==> src/rtl/atm_core_param.sv <==
// ATM transaction controller: card/PIN auth, lockout, idle timeout and
// checked balance arithmetic. Ports: card/pin/op requests in; balance,
// current_state and a done/error_code handshake out.
module atm_core_param #(
  parameter int NUM_ACC     = 10,
  parameter int ACC_W       = 4,
  parameter int PIN_W       = 16,
  parameter int BAL_W       = 16,
  parameter int INIT_BAL    = 500,
  parameter logic [PIN_W-1:0] INIT_PIN = PIN_W'(16'h1234),
  parameter int MAX_TRIES   = 3,
  parameter int TIMEOUT_CYC = 1024
) (
  input  logic             clk,
  input  logic             rst_n,
  input  logic             card_in,
  input  logic [ACC_W-1:0] acc_num,
  input  logic [PIN_W-1:0] pin,
  input  logic             pin_valid,
  input  logic             op_valid,
  input  logic [2:0]       operation,
  input  logic [BAL_W-1:0] amount,
  input  logic [PIN_W-1:0] new_pin,
  output logic [BAL_W-1:0] balance,
  output logic [2:0]       current_state,
  output logic             done,
  output logic [2:0]       error_code
);

  localparam int TRW = $clog2(MAX_TRIES + 1);
  localparam int TMW = $clog2(TIMEOUT_CYC + 1);

  typedef enum logic [2:0] {
    S_WAIT = 3'd0,
    S_AUTH = 3'd1,
    S_MENU = 3'd2,
    S_EXEC = 3'd3,
    S_LOCK = 3'd4
  } state_e;

  localparam logic [2:0] E_OK   = 3'd0;
  localparam logic [2:0] E_PIN  = 3'd1;
  localparam logic [2:0] E_ACC  = 3'd2;
  localparam logic [2:0] E_LOCK = 3'd3;
  localparam logic [2:0] E_NSF  = 3'd4;
  localparam logic [2:0] E_OVF  = 3'd5;
  localparam logic [2:0] E_OP   = 3'd6;
  localparam logic [2:0] E_TMO  = 3'd7;

  state_e state_q, state_d;

  logic [ACC_W-1:0] acc_q;
  logic [PIN_W-1:0] pin_q;
  logic [2:0]       op_q;
  logic [BAL_W-1:0] amt_q;
  logic [PIN_W-1:0] npin_q;

  logic [BAL_W-1:0] bal_mem [NUM_ACC];
  logic [PIN_W-1:0] pin_mem [NUM_ACC];
  logic [TRW-1:0]   try_mem [NUM_ACC];
  logic [NUM_ACC-1:0] lock_q;

  logic [BAL_W-1:0] bal_q, bal_d;
  logic             done_q, done_d;
  logic [2:0]       err_q, err_d;
  logic [TMW-1:0]   idle_q, idle_d;

  logic             acc_ok;
  logic [ACC_W-1:0] idx;
  logic [BAL_W-1:0] cur_bal;
  logic [PIN_W-1:0] cur_pin;
  logic [TRW-1:0]   cur_try;
  logic             cur_lock;
  logic [BAL_W:0]   sum;

  logic             lat_pin, lat_op;
  logic             bal_we, pin_we, try_we, lock_set;
  logic [BAL_W-1:0] bal_wd;
  logic [TRW-1:0]   try_wd;

  // out-of-range accounts are redirected to entry 0 but never acted on
  assign acc_ok   = {1'b0, acc_q} < (ACC_W+1)'(NUM_ACC);
  assign idx      = acc_ok ? acc_q : '0;
  assign cur_bal  = bal_mem[idx];
  assign cur_pin  = pin_mem[idx];
  assign cur_try  = try_mem[idx];
  assign cur_lock = lock_q[idx];
  assign sum      = {1'b0, cur_bal} + {1'b0, amt_q};

  always_comb begin
    state_d  = state_q;
    bal_d    = bal_q;
    done_d   = 1'b0;
    err_d    = err_q;
    idle_d   = idle_q;
    lat_pin  = 1'b0;
    lat_op   = 1'b0;
    bal_we   = 1'b0;
    bal_wd   = cur_bal;
    pin_we   = 1'b0;
    try_we   = 1'b0;
    try_wd   = cur_try;
    lock_set = 1'b0;
    unique case (state_q)
      S_WAIT: begin
        if (pin_valid && card_in) begin
          lat_pin = 1'b1;
          state_d = S_AUTH;
        end
      end
      S_AUTH: begin
        if (!card_in) begin
          state_d = S_WAIT;
          bal_d   = '0;
        end else if (!acc_ok) begin
          done_d  = 1'b1;
          err_d   = E_ACC;
          state_d = S_WAIT;
        end else if (cur_lock) begin
          done_d  = 1'b1;
          err_d   = E_LOCK;
          state_d = S_LOCK;
        end else if (pin_q == cur_pin) begin
          done_d  = 1'b1;
          err_d   = E_OK;
          try_we  = 1'b1;
          try_wd  = '0;
          idle_d  = '0;
          state_d = S_MENU;
        end else begin
          done_d  = 1'b1;
          try_we  = 1'b1;
          try_wd  = cur_try + TRW'(1);
          if (cur_try == TRW'(MAX_TRIES - 1)) begin
            lock_set = 1'b1;
            err_d    = E_LOCK;
            state_d  = S_LOCK;
          end else begin
            err_d    = E_PIN;
            state_d  = S_WAIT;
          end
        end
      end
      S_MENU: begin
        if (!card_in) begin
          state_d = S_WAIT;
          bal_d   = '0;
        end else if (op_valid) begin
          lat_op  = 1'b1;
          idle_d  = '0;
          state_d = S_EXEC;
        end else if (idle_q == TMW'(TIMEOUT_CYC - 1)) begin
          done_d  = 1'b1;
          err_d   = E_TMO;
          idle_d  = '0;
          state_d = S_WAIT;
        end else begin
          idle_d  = idle_q + TMW'(1);
        end
      end
      S_EXEC: begin
        if (!card_in) begin
          // card pulled mid-operation: drop it silently
          state_d = S_WAIT;
          bal_d   = '0;
        end else begin
          done_d  = 1'b1;
          err_d   = E_OK;
          state_d = S_MENU;
          bal_d   = cur_bal;
          case (op_q)
            3'd1: ;
            3'd2: begin
              if (amt_q > cur_bal) begin
                err_d = E_NSF;
              end else begin
                bal_we = 1'b1;
                bal_wd = cur_bal - amt_q;
                bal_d  = cur_bal - amt_q;
              end
            end
            3'd3: begin
              if (sum[BAL_W]) begin
                err_d = E_OVF;
              end else begin
                bal_we = 1'b1;
                bal_wd = sum[BAL_W-1:0];
                bal_d  = sum[BAL_W-1:0];
              end
            end
            3'd4: pin_we = 1'b1;
            3'd5: state_d = S_WAIT;
            default: err_d = E_OP;
          endcase
        end
      end
      S_LOCK: begin
        if (!card_in) state_d = S_WAIT;
      end
      default: state_d = S_WAIT;
    endcase
  end

  always_ff @(posedge clk or negedge rst_n) begin
    if (!rst_n) begin
      state_q <= S_WAIT;
      bal_q   <= '0;
      done_q  <= 1'b0;
      err_q   <= E_OK;
      idle_q  <= '0;
    end else begin
      state_q <= state_d;
      bal_q   <= bal_d;
      done_q  <= done_d;
      err_q   <= err_d;
      idle_q  <= idle_d;
    end
  end

  always_ff @(posedge clk or negedge rst_n) begin
    if (!rst_n) begin
      acc_q  <= '0;
      pin_q  <= '0;
      op_q   <= '0;
      amt_q  <= '0;
      npin_q <= '0;
      lock_q <= '0;
      for (int i = 0; i < NUM_ACC; i++) begin
        bal_mem[i] <= BAL_W'(INIT_BAL);
        pin_mem[i] <= INIT_PIN;
        try_mem[i] <= '0;
      end
    end else begin
      if (lat_pin) begin
        acc_q <= acc_num;
        pin_q <= pin;
      end
      if (lat_op) begin
        op_q   <= operation;
        amt_q  <= amount;
        npin_q <= new_pin;
      end
      if (bal_we)   bal_mem[idx] <= bal_wd;
      if (pin_we)   pin_mem[idx] <= npin_q;
      if (try_we)   try_mem[idx] <= try_wd;
      if (lock_set) lock_q[idx]  <= 1'b1;
    end
  end

  assign balance       = bal_q;
  assign current_state = state_q;
  assign done          = done_q;
  assign error_code    = err_q;

endmodule
==> config.mk <==
export PLATFORM = sky130hd
export DESIGN_NAME = atm_core_param
export DESIGN_NICKNAME = d
export VERILOG_FILES = /design/src/rtl/atm_core_param.sv
export SDC_FILE = /design/constraint.sdc
export NUM_CORES = 1
export LEC_CHECK = 0
export CORE_MARGIN = 5
export CORE_UTILIZATION = 60
export DETAILED_ROUTE_END_ITERATION = 12
export MAX_ROUTING_LAYER = met4
export PLACE_DENSITY = 0.9
export SLEW_MARGIN = 25
export SYNTH_ARGS = -nofsm -noshare
export SYNTH_HDL_FRONTEND = slang
export SYNTH_SLANG_ARGS = --single-unit
==> constraint.sdc <==
create_clock -name clk -period 8.8 [get_ports clk]
set_clock_uncertainty 0.15 [all_clocks]
set_input_delay 0.88 -clock clk [delete_from_list [all_inputs] [get_ports clk]]
set_output_delay 0.88 -clock clk [all_outputs]
set_load 0.01 [all_outputs]
==> results of run 1 <==
cell type report:
type                    count  area [sq um]
fillers                  2427         11500
clock buffers              76          1360
flip-flops and latches    439         11100
well taps                 461           577
clock inverters             7          96.3
inverters                  35           131
repair buffers            115          1090
multi-input cells        1348          9730
per-layer routing:
layer / share of wire / global-route usage / routed length [um] / vias up
li1: - / - / - / 7132
met1: 0.37 / 0.378 / 22000 / 8323
met3: 0.10 / 0.0749 / 6090 / 242
met5: 0 / - / 0 / -
met4: 0.049 / 0.144 / 2950 / 0
met2: 0.48 / 0.485 / 28800 / 1063
synth_stat cells (19+ instances only):
| library cell | number | area share |
|---|---|---|
| mux2i_1 | 69 | 0.032 |
| nor3_1 | 19 | 0.0044 |
| mux2_2 | 251 | 0.13 |
| nand3_1 | 25 | 0.0058 |
| dfrtp_1 | 329 | 0.38 |
| o221ai_1 | 42 | 0.017 |
| nor2_1 | 48 | 0.0083 |
| nand2_1 | 286 | 0.050 |
| o22ai_1 | 24 | 0.0069 |
| buf_2 | 43 | 0.0099 |
| clkbuf_1 | 87 | 0.015 |
| ha_1 | 41 | 0.024 |
| o21ai_0 | 219 | 0.051 |
| a21oi_1 | 45 | 0.010 |
| inv_1 | 34 | 0.0059 |
| dfstp_2 | 110 | 0.13 |
power by group through the flow:
stage / registers [mW] / clock network [mW] / logic, mW
after CTS: 2.12 / 1.92 / 1.14
final: 2.12 / 1.91 / 1.17
after global routing: 2.13 / 2.01 / 1.25
after detailed placement: 2.15 / 0 / 1.12
after floorplan: 2.11 / 0 / 0.779
after global placement: 2.15 / 0 / 1.10
worst max-delay path: cells and delay by family (launching register included):
kind | cells | cell delay [ns]
AOI/OAI and AO/OA | 9 | 3.20
and+or+nand+nor | 5 | 2.65
DFF | 1 | 0.98
adders and majority gates | 2 | 0.63
buffers and inverters | 1 | 0.09
flip-flops by register name, indices dropped and copies added (netlist names), 3 cells and up:
register       count
try_mem           20
amt_q             16
acc_q              4
balance           16
current_state      3
lock_q            10
idle_q            11
op_q               3
pin_mem          160
pin_q             16
npin_q            16
error_code         3
bal_mem          160
final timing paths:
check / startpoint / end / slack [ns] / cells past startpoint
worst max-delay path: acc_q[0] / bal_mem[15] / 0.88 / 17
worst min-delay path: rst_n / bal_mem[46] / 0.21 / 1
worst max register to register: acc_q[0] / bal_mem[15] / 0.88 / 17
worst min register to register: bal_mem[111] / bal_mem[111] / 0.33 / 2
max in group asynchronous: rst_n / pin_mem[70] / 6.27 / 3
min in group clk: bal_mem[111] / bal_mem[111] / 0.33 / 2
logic make-up after synthesis:
| family | synth area share |
|---|---|
| mux | 0.165 |
| flops | 0.514 |
| compound gates | 0.152 |
| buf+inv | 0.0385 |
| simple gates | 0.0980 |
| fa+ha+maj | 0.0255 |
| xor+xnor | 0.00809 |
through the flow:
| step | total power, mW | area [sq um] | hold slack [ns] |
|---|---|---|---|
| floorplan | 2.89 | 21700 | 0.287 |
| global placement | 3.26 | 22600 | 0.303 |
| detailed placement | 3.28 | 22600 | 0.309 |
| CTS | 5.18 | 24100 | 0.259 |
| global route | 5.39 | 24100 | 0.299 |
| finish | 5.21 | 24100 | 0.207 |
==> impl_results.md, run 1 <==
- Run status: finished, final reports clean
- Sequence of cells on the critical path: or2_0 -> nand2_1 -> a222oi_1 -> o22ai_1 -> a21oi_1 -> inv_1 -> ha_1 -> fa_1 -> or3b_1 -> a211o_1 -> a311oi_2 -> a211o_1 -> o41a_1 -> a21oi_2 -> nand3_1 -> nand2_1 -> o21ai_0
- Clock tree from TritonCTS: done
- Number of clock sinks: about 440
- Critical Path Fanout Max: 53
- Wire length after detailed routing: 59.9 mm
- Top library cells by usage in the layout, fill and taps aside: dfrtp_1 (328), nand2_1 (284), mux2_2 (251)
- Vertical die dimension: between 150 and 200 um
- Effective utilization at floorplan: 0.609
- Switching pwr: between 1.5 and 2 mW
- Setup repair after global routing missed its margin: false
- Clock network latency to the later pin of the worst-skew pair: about 0.6 ns
- Number of antenna violations at the first check in global routing: 0
- CP Launch Type: flop
- Max-cap viol count: 0
- Hold crit path type: input port to asynchronous set/reset pin
- Detailed Route Iter0 Violations: between 1500 and 2000
- Post-route minimum period: just under 8 ns
- Count of placed standard cells including taps: between 2000 and 2500
- Gr ovfl total: 0
- Via-per-instance ratio: about 6.8
- Number of hold violations in the final report: 0
- Count of placed standard cells in the final layout, fillers left out: 2481
- All-Layer GR Usage: 0.308
- Via count of the first global-routing pass: ~17000
- P&R area growth vs syn: 11.4%
- Placement row count: about 70
- CTS clk-pin slew, worst paths: 0.06 ns
- Netlist area before placement: 21700 sq um
- Flip-flop and latch count after synthesis: about 440
- Count of nets after finishing: around 2100
- Final setup violation count: 0
- Final Max Tran Viols: 0
- Worst-case vdd ir drop: around 0.19 mV
- Leakage power of the design: between 10 and 15 nW
- Pin count of the biggest net entering global routing: about 130
- Critical-path cell with the highest stage delay: dfrtp_4
- Worst Path Arrival: roughly 8.2 ns
- Slew margin rel.: 0.262
- Final HPWL from detailed placement: 38.2 mm
- Synth Net Count: 2076
- Placeable core area: 35600 sq um
- Number of resized instances in the post-cts repair step: 0
- Routed len/inst: roughly 24 um
- Combinational Power Share: 0.225
- Cell area power density: about 220 nW/um^2
- Fraction of registers with async set/reset: 1.00
- Final sum of negative setup slack: 0 ns
- Total via count in the routed design: 16800
- Min setup slack post-route: 0.881 ns
- Port buffer count: 82
- Count of flip-flops with a built-in enable after synthesis: 0
- Internal cell power: roughly 3.6 mW
- Post-DRT Antenna Nets: 0
- N_diodes: 0
- Top_reg_cell synth: dfrtp_1
- Post-Synthesis Cells: ~2000
- Post-CTS setup buffer count: 0
- Number of unique standard cell types used by synthesis: 85
- # DRC: 0
- Max Buffers Root-to-Sink: 3
- Seq pwr share: 0.408
- Fraction of layout cells with a size suffix above 1: 0.245
- Max stage delay on crit path: 0.98 ns
- Total of hold buffers inserted after clock tree synthesis: 0
- Synthesis warning total: 0
- Sequential area share after synthesis: 0.514
- Most common cell after layout, fill and taps aside: dfrtp_1
- Post-synthesis average cell area: 11.0 sq um
- Worst Path Class, Setup: flop to flop
- Critical Path End Type: flop
- Top Ports: 83
- Maximum operating frequency: 126 MHz
- Clk Tree Root Cell: clkbuf_16
- Num CTS Buffers: 45
- Required arrival time at the worst endpoint: approximately 9.1 ns
- Post-layout util: 0.678
- Switching part of the total power: 0.312
- First-pass GRT wire length: between 90 and 100 mm
- Die area: 40000 sq um
- Die extent in x: approximately 200 um
- Number of levels the H-tree was split into: 2
- Minimum setup slack after placement: approximately 1.4 ns
- Tightest Pin Transition: roughly 1.1 ns
- Final Wtd Congestion: 0.929
- Tcrit/Tclk final: 0.900
- Clock power frac: 0.367
- First-pass detailed-route iteration total: 8
No activity file was read; power rests on OpenSTA's default activity.
==> run 2: changes to the inputs <==
- CORE_ASPECT_RATIO: default -> 2
==> run 2 against run 1 <==
Net effect:
- sequential share of layout area shrank 0.050 points
- total power increased by 1.0%
- clock power is essentially flat
- cell count shrank 0.73%
- cell area up 0.11%
- die area is 0.58% higher
- global-route usage rose by 1.7 points
- wire length is 5.6% higher
- via count shrank 1.2%
==> impl_results.md, run 2 (synthesized netlist as in run 1, its figures left out) <==
- Run status: finished, final reports clean (unchanged)
- Worst Path Class, Setup: flop to flop (unchanged)
- Max-cap viol count: 0 (unchanged)
- Critical Path Fanout Max: 32 (was 53)
- Final HPWL from detailed placement: 41.6 mm (was 38.2 mm)
- Setup repair after global routing missed its margin: false (unchanged)
- CP Buf/Inv Count: 2 (was 1)
- Number of levels the H-tree was split into: 2 (unchanged)
- Maximum operating frequency: 129 MHz (was 126 MHz)
- All-Layer GR Usage: 0.325 (was 0.308)
- Required arrival time at the worst endpoint: 9.03 ns (was 9.06 ns)
- Post-route minimum period: 7.74 ns (was 7.92 ns)
- Sequential cell area: 11100 sq um (unchanged)
- CP Launch Type: flop (unchanged)
- Port buffer count: 82 (unchanged)
- Multi-input logic area: 9730 sq um (unchanged)
- Max stage delay on crit path: 0.89 ns (was 0.98 ns)
- Count of placed standard cells in the final layout, fillers left out: 2463 (was 2481)
- Min setup slack post-route: 1.06 ns (was 0.881 ns)
- Effective utilization at floorplan: 0.607 (was 0.609)
- Number of hold violations in the final report: 0 (unchanged)
- N_diodes: 0 (unchanged)
- Detailed Route Iter0 Violations: 1654 (was 1804)
- Critical-path cell with the highest stage delay: nand3_1 (was dfrtp_4)
- Post-DRT Antenna Nets: 0 (unchanged)
- Final Wtd Congestion: 0.958 (was 0.929)
- Sequence of cells on the critical path: and2_1 -> or2_1 -> buf_4 -> o221ai_1 -> a21o_1 -> a21oi_1 -> ha_1 -> a21oi_1 -> a211o_1 -> a311oi_2 -> a211o_1 -> o41a_1 -> buf_4 -> a21oi_2 -> nand3_1 -> nand2_1 -> o21ai_0 (was or2_0 -> nand2_1 -> a222oi_1 -> o22ai_1 -> a21oi_1 -> inv_1 -> ha_1 -> fa_1 -> or3b_1 -> a211o_1 -> a311oi_2 -> a211o_1 -> o41a_1 -> a21oi_2 -> nand3_1 -> nand2_1 -> o21ai_0)
- Max Buffers Root-to-Sink: 3 (unchanged)
- Clk Tree Root Cell: clkbuf_16 (unchanged)
- Tightest Pin Transition: 1.07 ns (was 1.10 ns)
- Fraction of layout cells with a size suffix above 1: 0.252 (was 0.245)
- Leakage power of the design: 10.8 nW (about the same)
- Family of cells with the greatest summed delay on the critical path: compound AO/OA/AOI/OAI gates (unchanged)
- Most common cell after layout, fill and taps aside: dfrtp_1 (unchanged)
- Reg2reg setup slack: 1.06 ns (was 0.88 ns)
- First-pass detailed-route iteration total: 6 (was 8)
- Filler Cell Count: 2434 (was 2427)
- Num CTS Buffers: 39 (was 45)
- Cell area power density: 218 nW/um^2 (was 216 nW/um^2)
- Top Ports: 83 (unchanged)
- Total of hold buffers inserted after clock tree synthesis: 0 (unchanged)
- Number of antenna violations at the first check in global routing: 0 (unchanged)
- Hold crit path type: input port to asynchronous set/reset pin (unchanged)
- Final Max Tran Viols: 0 (unchanged)
- Pin count of the biggest net entering global routing: 178 (was 134)
- Critical Path End Type: flop (unchanged)
- Die extent in x: 144 um (was 200 um)
- RR Startpoint: acc_q[3] (was acc_q[0])
- Post-CTS setup buffer count: 0 (unchanged)
- Worst-case vdd ir drop: 0.298 mV (was 0.190 mV)
- Final sum of negative setup slack: 0 ns (unchanged)
- Vertical die dimension: 279 um (was 200 um)
- Worst Path Arrival: 7.96 ns (was 8.18 ns)
- Tcrit/Tclk final: 0.879 (was 0.900)
- Count of placed standard cells including taps: 2388 (was 2396)
- Via-per-instance ratio: 6.73 (was 6.76)
- Slew margin rel.: 0.282 (was 0.262)
- End of the worst register-to-register path: bal_mem[14] (was bal_mem[15])
- Final setup violation count: 0 (unchanged)
- Wire length after detailed routing: 63.2 mm (was 59.9 mm)
- Top library cells by usage in the layout, fill and taps aside: dfrtp_1 (328), nand2_1 (281), mux2_2 (251) (was dfrtp_1 (328), nand2_1 (284), mux2_2 (251))
- Minimum setup slack after placement: 1.52 ns (was 1.38 ns)
- # DRC: 0 (unchanged)
- Via count of the first global-routing pass: 17600 (was 17000)
- Overall power consumption: 5.27 mW (was 5.21 mW)
- Placeable core area: 35700 sq um (was 35600 sq um)
- Gr ovfl total: 0 (unchanged)
- Largest registers ranked by flip-flop count: bal_mem: 160 flops, pin_mem: 160 flops, try_mem: 20 flops (unchanged)
- Number of resized instances in the post-cts repair step: 0 (unchanged)
- Number of clock sinks: 439 (unchanged)
- Count of nets after finishing: 2085 (was 2087)
- Routed len/inst: 25.7 um (was 24.1 um)
- Die area: 40200 sq um (was 40000 sq um)
- CTS clk-pin slew, worst paths: 0.07 ns (was 0.06 ns)
- Total via count in the routed design: 16600 (was 16800)
- Clock network latency to the later pin of the worst-skew pair: 0.56 ns (was 0.59 ns)
- First-pass GRT wire length: 97.8 mm (was 94.3 mm)
- Clock tree from TritonCTS: done (unchanged)
- P&R area growth vs syn: 11.5% (was 11.4%)
- Placement row count: 98 (was 69)
- R2R depth: 17 (unchanged)
-- run 2: changes by cell type in the layout (fill, tap and decap cells not counted), moves of 2 or more --
cell / previous run / this run
clkinv_4: 0 / 2
buf_4: 29 / 31
nand2_2: 2 / 5
clkbuf_8: 7 / 9
inv_6: 3 / 1
clkinv_2: 2 / 6
nand2_1: 284 / 281
clkbuf_16: 47 / 40
bufinv_16: 2 / 8
clkbuf_1: 22 / 4
-- run 2: worst max path at each step --
stage | from | endpoint | slack (ns) | cells past startpoint
3_5_place_dp | acc_q[3] | bal_mem[0] | 1.52 | 16
2_1_floorplan | acc_q[0] | bal_mem[107] | 3.72 | 23
6_report | acc_q[3] | bal_mem[14] | 1.06 | 17
3_3_place_gp | acc_q[3] | bal_mem[0] | 1.72 | 17
5_1_grt | acc_q[3] | bal_mem[14] | 0.81 | 16
4_1_cts | acc_q[3] | bal_mem[14] | 1.44 | 17
-- run 2: cell type report --
type,count,share of cell area
multi-input combinational,1348,0.403
clock buffer,53,0.0472
inverter,35,0.00544
clock inverter,19,0.0133
timing repair buffer,119,0.0466
sequential,439,0.461
tap,450,0.0233
-- run 2: stage by stage --
step,hold slack (ns),utilization,instance area (sq um)
floorplan,0.287,-,21700
global placement,0.303,0.634,22600
detailed placement,0.312,0.634,22600
CTS,0.215,0.675,24100
global route,0.244,0.676,24100
finish,0.173,0.676,24100
-- run 2: where the power goes --
part / total [mW] / internal, mW / switching [mW]
combinational: 1.20 / 0.418 / 0.779
clock: 1.94 / 1.15 / 0.792
sequential: 2.12 / 2.06 / 0.0681
total: 5.27 / 3.63 / 1.64
-- run 2: layer usage --
layer,track usage,vias up,routed length [um]
met1,0.327,8210,20400
li1,-,7118,-
met5,-,-,0
met4,0.265,0,6180
met2,0.539,869,32600
met3,0.0548,367,4060
